`src/rtl/router_pkg.sv`:
```
// Shared definitions for the router output buffers: data/depth defaults,
// header field positions and the stored entry layout.
package router_pkg;

    localparam int DEF_DATA_W   = 8;
    localparam int DEF_DEPTH    = 16;

    localparam int HDR_ADDR_LSB = 0;
    localparam int HDR_ADDR_W   = 2;
    localparam int HDR_LEN_LSB  = 2;
    localparam int HDR_LEN_W    = 6;

    // Wide enough for the largest length (63) plus the parity byte.
    localparam int PKT_CNT_W    = 7;

    typedef struct packed {
        logic                  hdr_flag;
        logic [DEF_DATA_W-1:0] data;
    } fifo_entry_t;

endpackage

```
`src/rtl/router_fifo_mem.sv`:
```
// Simple dual-port storage array: one synchronous write port, one
// asynchronous read port, no reset.
module router_fifo_mem #(
    parameter int WIDTH = 9,
    parameter int DEPTH = 16
) (
    input  logic                     clock,
    input  logic                     i_wr_en,
    input  logic [$clog2(DEPTH)-1:0] i_wr_addr,
    input  logic [WIDTH-1:0]         i_wr_data,
    input  logic [$clog2(DEPTH)-1:0] i_rd_addr,
    output logic [WIDTH-1:0]         o_rd_data
);

    logic [WIDTH-1:0] r_mem [DEPTH];

    always_ff @(posedge clock) begin
        if (i_wr_en) begin
            r_mem[i_wr_addr] <= i_wr_data;
        end
    end

    assign o_rd_data = r_mem[i_rd_addr];

endmodule

```
`src/rtl/router_out_fifo.sv`:
```
// Per-destination output buffer: tags header bytes on write and tracks the
// remaining length of the packet being read out.
module router_out_fifo
    import router_pkg::*;
#(
    parameter int DATA_W = DEF_DATA_W,
    parameter int DEPTH  = DEF_DEPTH
) (
    input  logic              clock,
    input  logic              resetn,
    input  logic              soft_reset,
    input  logic              write_enb,
    input  logic              lfd_state,
    input  logic [DATA_W-1:0] data_in,
    input  logic              read_enb,
    output logic [DATA_W-1:0] data_out,
    output logic              full,
    output logic              empty,
    output logic              pkt_active
);

    localparam int AW = $clog2(DEPTH);

    logic [AW:0]           r_wr_ptr;
    logic [AW:0]           r_rd_ptr;
    logic [DATA_W-1:0]     r_data_out;
    logic [PKT_CNT_W-1:0]  r_pkt_cnt;

    logic                  w_full;
    logic                  w_empty;
    logic                  w_wr_acc;
    logic                  w_rd_acc;
    logic                  w_mem_wr;
    fifo_entry_t           w_wr_entry;
    fifo_entry_t           w_rd_entry;

    assign w_empty  = (r_wr_ptr == r_rd_ptr);
    assign w_full   = (r_wr_ptr[AW-1:0] == r_rd_ptr[AW-1:0]) &&
                      (r_wr_ptr[AW] != r_rd_ptr[AW]);
    assign w_wr_acc = write_enb && !w_full;
    assign w_rd_acc = read_enb && !w_empty;
    // A flush discards a same-cycle write, including its storage update.
    assign w_mem_wr = w_wr_acc && !soft_reset;

    assign w_wr_entry.hdr_flag = lfd_state;
    assign w_wr_entry.data     = data_in;

    router_fifo_mem #(
        .WIDTH (DATA_W + 1),
        .DEPTH (DEPTH)
    ) u_mem (
        .clock     (clock),
        .i_wr_en   (w_mem_wr),
        .i_wr_addr (r_wr_ptr[AW-1:0]),
        .i_wr_data (w_wr_entry),
        .i_rd_addr (r_rd_ptr[AW-1:0]),
        .o_rd_data (w_rd_entry)
    );

    always_ff @(posedge clock or negedge resetn) begin
        if (!resetn) begin
            r_wr_ptr   <= '0;
            r_rd_ptr   <= '0;
            r_data_out <= '0;
            r_pkt_cnt  <= '0;
        end else if (soft_reset) begin
            r_wr_ptr   <= '0;
            r_rd_ptr   <= '0;
            r_data_out <= '0;
            r_pkt_cnt  <= '0;
        end else begin
            if (w_wr_acc) begin
                r_wr_ptr <= r_wr_ptr + (AW+1)'(1);
            end
            if (w_rd_acc) begin
                r_rd_ptr   <= r_rd_ptr + (AW+1)'(1);
                r_data_out <= w_rd_entry.data;
                // Header loads payload length plus one for the parity byte.
                if (w_rd_entry.hdr_flag) begin
                    r_pkt_cnt <= PKT_CNT_W'(w_rd_entry.data[HDR_LEN_LSB +: HDR_LEN_W])
                                 + PKT_CNT_W'(1);
                end else if (r_pkt_cnt != '0) begin
                    r_pkt_cnt <= r_pkt_cnt - PKT_CNT_W'(1);
                end
            end
        end
    end

    assign data_out   = r_data_out;
    assign full       = w_full;
    assign empty      = w_empty;
    assign pkt_active = (r_pkt_cnt != '0);

endmodule
```
`config.mk`:
```
export PLATFORM = sky130hd
export DESIGN_NAME = router_out_fifo
export DESIGN_NICKNAME = d
export VERILOG_FILES = /design/src/rtl/router_pkg.sv /design/src/rtl/router_fifo_mem.sv /design/src/rtl/router_out_fifo.sv
export SDC_FILE = /design/constraint.sdc
export NUM_CORES = 1
export LEC_CHECK = 0
export BUFFER_PORTS_ARGS = -buffer_cell sky130_fd_sc_hd__clkbuf_2
export CORE_UTILIZATION = 63
export CTS_BUF_LIST = sky130_fd_sc_hd__clkbuf_4 sky130_fd_sc_hd__clkbuf_8
export DETAILED_ROUTE_END_ITERATION = 10
export PLACE_DENSITY = 0.86
export SLEW_MARGIN = 20
export SYNTH_ARGS = -nofsm -noshare
export SYNTH_HDL_FRONTEND = slang
export SYNTH_SLANG_ARGS = --single-unit
```
`constraint.sdc`:
```
create_clock -name clock -period 3.05 [get_ports clock]
set_clock_uncertainty 0.2 [all_clocks]
set_input_delay 0.1525 -clock clock [delete_from_list [all_inputs] [get_ports clock]]
set_output_delay 0.1525 -clock clock [all_outputs]
set_load 0.1 [all_outputs]
```
==> out/metrics.cfg, run 1 <==
[pwr]
power_frac_comb=0.204
p_total_mw=5.51
clkPwrFrac=0.325
p_switching_mw=1.56
ir_worst_vdd_v=0.000739
p_sw_frac=0.284
cellLeakagePower_nw=2.76
power_frac_seq=0.472
p_int_mw=3.94
p_per_area_nw_per_um2=686

[clocking]
postCtsSetupBuffers=0
clock-sinks=169
cts_buffers=17
htree_levels=4
cts_tree=yes
root_buffer=clkbuf_8
cts.reportedPaths.clkPinSlew_ps=90
clkLatencyLatePin_ps=460
clockBufferDepth=2

[placed_design]
place_congestion=0.843
place_ws_ps=260
dpl_cell_area_um2=7460
portBuffers=24
hpwlAfterDp_um=9210

[outcome]
status=completed

[timing]
rsz0062_at_grt=no
slew_headroom=0.528
final.min_clock_period_ps=2850
fin_ws_ps=198
hold_violations=0
worstMarginPinSlew_ps=707
maxSlewViolCount=0
finalSetupViolCount=0
fmax_mhz=351
final.period_utilization=0.935

[global_route]
grt_usage=0.280
grt_max_degree=30
antenna_found_initial=0
grt_pass1_wl_um=22100
grt_pass1_vias=3838
globalRouteOverflowTotal=0

[die]
fp.dieH_um=107
core_um2=10800
boundaryPins=25
die_w_um=107
placementRows=38
initial_core_util=0.645
dieArea_um2=11500

[route]
wl_um=14400
ant_nets=0
first_pass_iters=5
avgViaCountPerCell=6.38
drc_errors=0
route.detailed.wl_per_inst_um=23.6
drtIter0Drc=372
num_vias=3898

[yosys]
async_reset_ff_frac=0.148
syn-mean-instance-area_um2=17.8
synth_top_area_share=0.619
ys_seq_elements=169
yosysSeqAreaShare=0.708
synth-edff-count=144
yosys-top-cells-area=edfxtp_1 (62%), mux4_2 (12%), dfrtp_1 (8.9%)
yosys.area.top_type=edfxtp_1
yosys_warnings=0
synthCells=392
synth_ff_type=edfxtp_1
netlist_area_um2=6990
synth_fp_nets=413
yosys.cell_types.count=42

[final_layout]
layout.nets=479
area_growth_pct=14.9
design_area_um2=8030
fillers=632
diodes=0
drive_gt1_frac=0.276

[critical_path]
critPathRequiredTime_ps=3020
r2r_slack_ps=200
cp.arrival_ps=2820
cp_max_fo=8
critPathLaunchType=flip-flop
path_class=flip-flop to flip-flop
end_kind=flip-flop

[run]
maxCapViolCount=0

[hold_path]
min_path_type=input pin to async pin

==> cells in the mapped netlist, types with 4 or more instances <==
cell type and count:
inv_1 9, nor2_1 20, edfxtp_1 144, xor2_1 11
xnor2_1 6, buf_2 5, a22oi_1 7, mux4_2 36
mux2i_1 5, o21ai_0 4, and2_1 10, mux4_1 5
nand2_1 28, clkbuf_1 9, a21oi_1 14, ha_1 7
nand4_1 6, dfrtp_1 25, nor4_1 5
==> placed cells by master, fill, tap and decap left out, types with 4 or more instances in the layout <==
cell | synthesis | routed
clkbuf_8 | 0 | 17
xnor2_1 | 6 | 6
mux4_2 | 36 | 36
dfrtp_1 | 25 | 24
edfxtp_1 | 144 | 144
nor4_2 | 0 | 4
clkbuf_2 | 0 | 24
xor2_1 | 11 | 11
a22oi_1 | 7 | 7
ha_1 | 7 | 7
and2_1 | 10 | 9
mux4_1 | 5 | 5
nand4_1 | 6 | 6
nand2_1 | 28 | 28
inv_1 | 9 | 9
dlygate4sd3_1 | 0 | 12
nor2_1 | 20 | 19
a21oi_1 | 14 | 14
mux2i_1 | 5 | 5
o21ai_0 | 4 | 4
bufinv_16 | 0 | 5
buf_4 | 2 | 30
==> power by group through the flow <==
stage | Clock, mW | Sequential [mW] | Combinational, mW
2_1_floorplan | 0 | 2.76 | 0.755
3_3_place_gp | 0 | 2.64 | 1.08
3_5_place_dp | 0 | 2.65 | 1.11
4_1_cts | 1.82 | 2.60 | 1.12
5_1_grt | 1.91 | 2.60 | 1.21
6_report | 1.79 | 2.60 | 1.12
==> cell type report <==
| type | instances | area, um2 | share of cell area |
|---|---|---|---|
| Clock buffer | 17 | 234 | 0.0291 |
| Clock inverter | 15 | 221 | 0.0276 |
| Inverter | 9 | 33.8 | 0.00421 |
| Multi-Input combinational cell | 194 | 1930 | 0.240 |
| Sequential cell | 169 | 4950 | 0.616 |
| Tap cell | 140 | 175 | 0.0218 |
| Timing Repair Buffer | 67 | 485 | 0.0604 |
==> worst max-delay path, stage by stage (launching register included) <==
cell,delay (ps)
dfrtp_1,470
xnor2_1,170
and4_1,190
and2_2,200
nand2b_1,270
nor4b_1,580
and2_1,280
buf_4,200
==> through the flow <==
step	cells	TNS, ps	utilization	hold slack (ps)
after floorplan	392	-6700	-	-343
after global placement	567	0	0.688	-8.45
after detailed placement	567	0	0.688	1.40
after CTS	611	0	0.741	9.23
after global routing	611	0	0.741	73.6
final	611	0	0.741	33.8
==> sequential cells by signal, summed over array words and instances, names as in the netlist <==
signal and cells:
u_mem.r_mem 144, data_out 8, r_pkt_cnt 7, r_rd_ptr 5, r_wr_ptr 5
==> logic make-up after synthesis <==
group	after synthesis	share of synthesized area
DFF	169	0.708
and+or+nand+nor	84	0.0607
muxes	46	0.142
AOI/OAI and AO/OA	40	0.0358
buffers and inverters	29	0.0197
xor gates and xnor gates	17	0.0213
adders and majority gates	7	0.0125
==> per-layer routing <==
| layer | global-route usage | vias to the layer above | routed length [um] |
|---|---|---|---|
| met2 | 0.429 | 195 | 7030 |
| li1 | - | 1672 | - |
| met4 | 0.133 | 0 | 448 |
| met1 | 0.387 | 1992 | 5850 |
| met3 | 0.0636 | 39 | 1080 |
| met5 | 0 | - | 0 |
==> what timing repair did <==
action | CTS | global route
hold buffers | 12 | 0
gates resized for setup | 0 | 0
endpoints found under the hold margin | 176 | 0
setup endpoints to repair | 0 | 0
==> path summary, 6_finish.rpt <==
path	from	to	cells after the start
min in group clock	write_enb	r_wr_ptr[1]	4
hold / removal	resetn	r_pkt_cnt[6]	2
hold reg to reg	data_out[4]	data_out[4]	2
setup / recovery	r_wr_ptr[2]	u_mem.r_mem[7][3]	7
setup reg to reg	r_wr_ptr[2]	u_mem.r_mem[7][3]	7
max in group asynchronous	resetn	r_rd_ptr[0]	2
(Power assumes the default switching activity.)
==> inputs of run 2 (changes only) <==
--- a/config.mk
+++ b/config.mk
@@ -6,6 +6,7 @@
 export NUM_CORES = 1
 export LEC_CHECK = 0
 export BUFFER_PORTS_ARGS = -buffer_cell sky130_fd_sc_hd__clkbuf_2
+export CORE_ASPECT_RATIO = 0.7
 export CORE_UTILIZATION = 63
 export CTS_BUF_LIST = sky130_fd_sc_hd__clkbuf_4 sky130_fd_sc_hd__clkbuf_8
 export DETAILED_ROUTE_END_ITERATION = 10
==> run 2 against run 1 <==
Net effect: final cell count up 0.98%; via count down 2.6%; first-iteration DRC count up 26%; combinational power about the same; critical endpoint is now u_mem.r_mem[10][0].
==> out/metrics.cfg, run 2 (synthesized netlist as in run 1, its figures left out) <==
[die]
placementRows=31  ; -18%
boundaryPins=25  ; unchanged
dieArea_um2=11500  ; about the same
die_w_um=128  ; +19%
core_um2=10600  ; -2.7%
initial_core_util=0.663  ; +0.0177
fp.dieH_um=90.1  ; -16%

[hold_path]
hp-start=write_enb
worstHoldPathCells=4
holdPathEnd=r_wr_ptr[0]
min_path_type=input pin to flip-flop

[global_route]
antenna_found_initial=0  ; unchanged
grt_pass1_wl_um=21500  ; -2.9%
grt_max_degree=26  ; -13%
globalRouteOverflowTotal=0  ; unchanged
grt_pass1_vias=3864  ; +0.68%
grt_usage=0.265  ; -0.0145

[timing]
fin_hold_ws_ps=21.4  ; -12.4 ps
worstMarginPinSlew_ps=619  ; -88.6 ps
final.min_clock_period_ps=2820  ; -32.0 ps
hold_violations=0  ; unchanged
fmax_mhz=355  ; +1.1%
slew_headroom=0.576  ; +0.0473
maxSlewViolCount=0  ; unchanged
final.period_utilization=0.924  ; -0.0105
finalSetupTns_ps=0  ; unchanged
rsz0062_at_grt=no
finalSetupViolCount=0  ; unchanged

[pwr]
ir_worst_vdd_v=0.000370  ; -50%
cellLeakagePower_nw=2.71  ; -1.9%
p_per_area_nw_per_um2=652  ; -4.9%

[clocking]
cts.reportedPaths.clkPinSlew_ps=80  ; about the same
htree_levels=4  ; unchanged
clockBufferDepth=2  ; unchanged
postCtsSetupBuffers=0  ; unchanged
cts_buffers=17  ; unchanged
cts_tree=yes
root_buffer=clkbuf_8
clock-sinks=169  ; unchanged
clkLatencyLatePin_ps=450  ; about the same

[final_layout]
diodes=0  ; unchanged
final_cell_mix=edfxtp_1 (144), mux4_2 (36), nand2_1 (28), buf_4 (28)
largest_reg_flops=144  ; unchanged
final_common_cell=edfxtp_1
design_area_um2=7950  ; -1.1%
drive_gt1_frac=0.273  ; -0.00309
regArea_um2=4950  ; unchanged
fillers=636  ; +0.63%
utilization=0.753  ; +0.0122
area_growth_pct=13.7
layout.nets=477  ; -0.42%
multi_input_area_um2=1940  ; +0.32%
top_register=u_mem.r_mem

[placed_design]
portBuffers=24  ; unchanged
dpl_cell_area_um2=7450  ; about the same
place_congestion=0.891  ; +5.8%
hpwlAfterDp_um=9430  ; +2.4%

[critical_path]
end_kind=flip-flop
critPathLaunchType=flip-flop
r2r-end=u_mem.r_mem[10][0]
rr_startpoint=r_wr_ptr[2]
ff2ff_path_depth=7  ; unchanged
critPathRequiredTime_ps=3000  ; -20 ps
path_class=flip-flop to flip-flop
cp_max_fo=9  ; +1
cp.arrival_ps=2770  ; -50 ps
r2r_slack_ps=230  ; +30 ps

[run]
maxCapViolCount=0  ; unchanged

[route]
ant_nets=0  ; unchanged
first_pass_iters=5  ; unchanged
wl_um=13800  ; -3.9%
dr_wl_met3_um=1030  ; -4.5%
drtIter0Drc=469  ; +26%
routed.top_layer=met4
route.detailed.wl_per_inst_um=22.4  ; -4.8%
avgViaCountPerCell=6.15  ; -3.5%
num_vias=3797  ; -2.6%
wirelength_met1_um=5980  ; +2.3%
wl_met2_um=6550  ; -6.8%
drc_errors=0  ; unchanged

[outcome]
status=completed

-- run 2: layout make-up --
type,instances,share of cell area
clock inverters,14,0.0159
repair buffers,65,0.0592
inverters,9,0.00425
multi-input cells,194,0.244
clock buffers,18,0.0304
well taps,148,0.0233
flip-flops and latches,169,0.623
-- run 2: timing repair --
item / in CTS / in global routing
hold buffers: 12 / 0
gates resized for setup: 0 / 1
hold endpoints to repair: 177 / 0
endpoints found under the setup margin: 0 / 27
-- run 2: report_power, final --
| group | internal, mW | switching [mW] |
|---|---|---|
| sequential | 2.56 | 0.0382 |
| combinational | 0.399 | 0.719 |
| clock | 0.656 | 0.807 |
| total | 3.62 | 1.56 |
-- run 2: worst max-delay path: stages, from the launching register on --
cell and delay, ps:
dfrtp_1 480, xnor2_1 170, and4_1 200, and2_2 200, nand2b_1 290, or4b_1 650, nor2_1 120, buf_4 210
-- run 2: stage by stage --
| step | total power, mW | cells | worst slack [ps] |
|---|---|---|---|
| after floorplan | 3.51 | 392 | -112 |
| after global placement | 3.73 | 573 | 364 |
| after detailed placement | 3.75 | 573 | 158 |
| after CTS | 5.19 | 617 | 125 |
| after global routing | 5.38 | 617 | 80.1 |
| final | 5.18 | 617 | 230 |
-- run 2: metal layers --
| layer | global-route usage | vias up |
|---|---|---|
| li1 | - | 1673 |
| met1 | 0.385 | 1937 |
| met2 | 0.395 | 163 |
| met3 | 0.0673 | 24 |
| met4 | 0.0990 | 0 |
| met5 | 0 | - |
-- run 2: worst max path at each step --
| stage | startpoint | to | slack, ps | cells after the start |
|---|---|---|---|---|
| after floorplan | r_rd_ptr[0] | u_mem.r_mem[10][0] | -110 | 7 |
| after global placement | r_rd_ptr[0] | r_pkt_cnt[4] | 360 | 8 |
| after detailed placement | r_wr_ptr[2] | u_mem.r_mem[5][1] | 160 | 7 |
| after CTS | r_wr_ptr[2] | u_mem.r_mem[5][1] | 120 | 7 |
| after global routing | r_wr_ptr[2] | u_mem.r_mem[11][0] | 80 | 7 |
| final | r_wr_ptr[2] | u_mem.r_mem[10][0] | 230 | 7 |
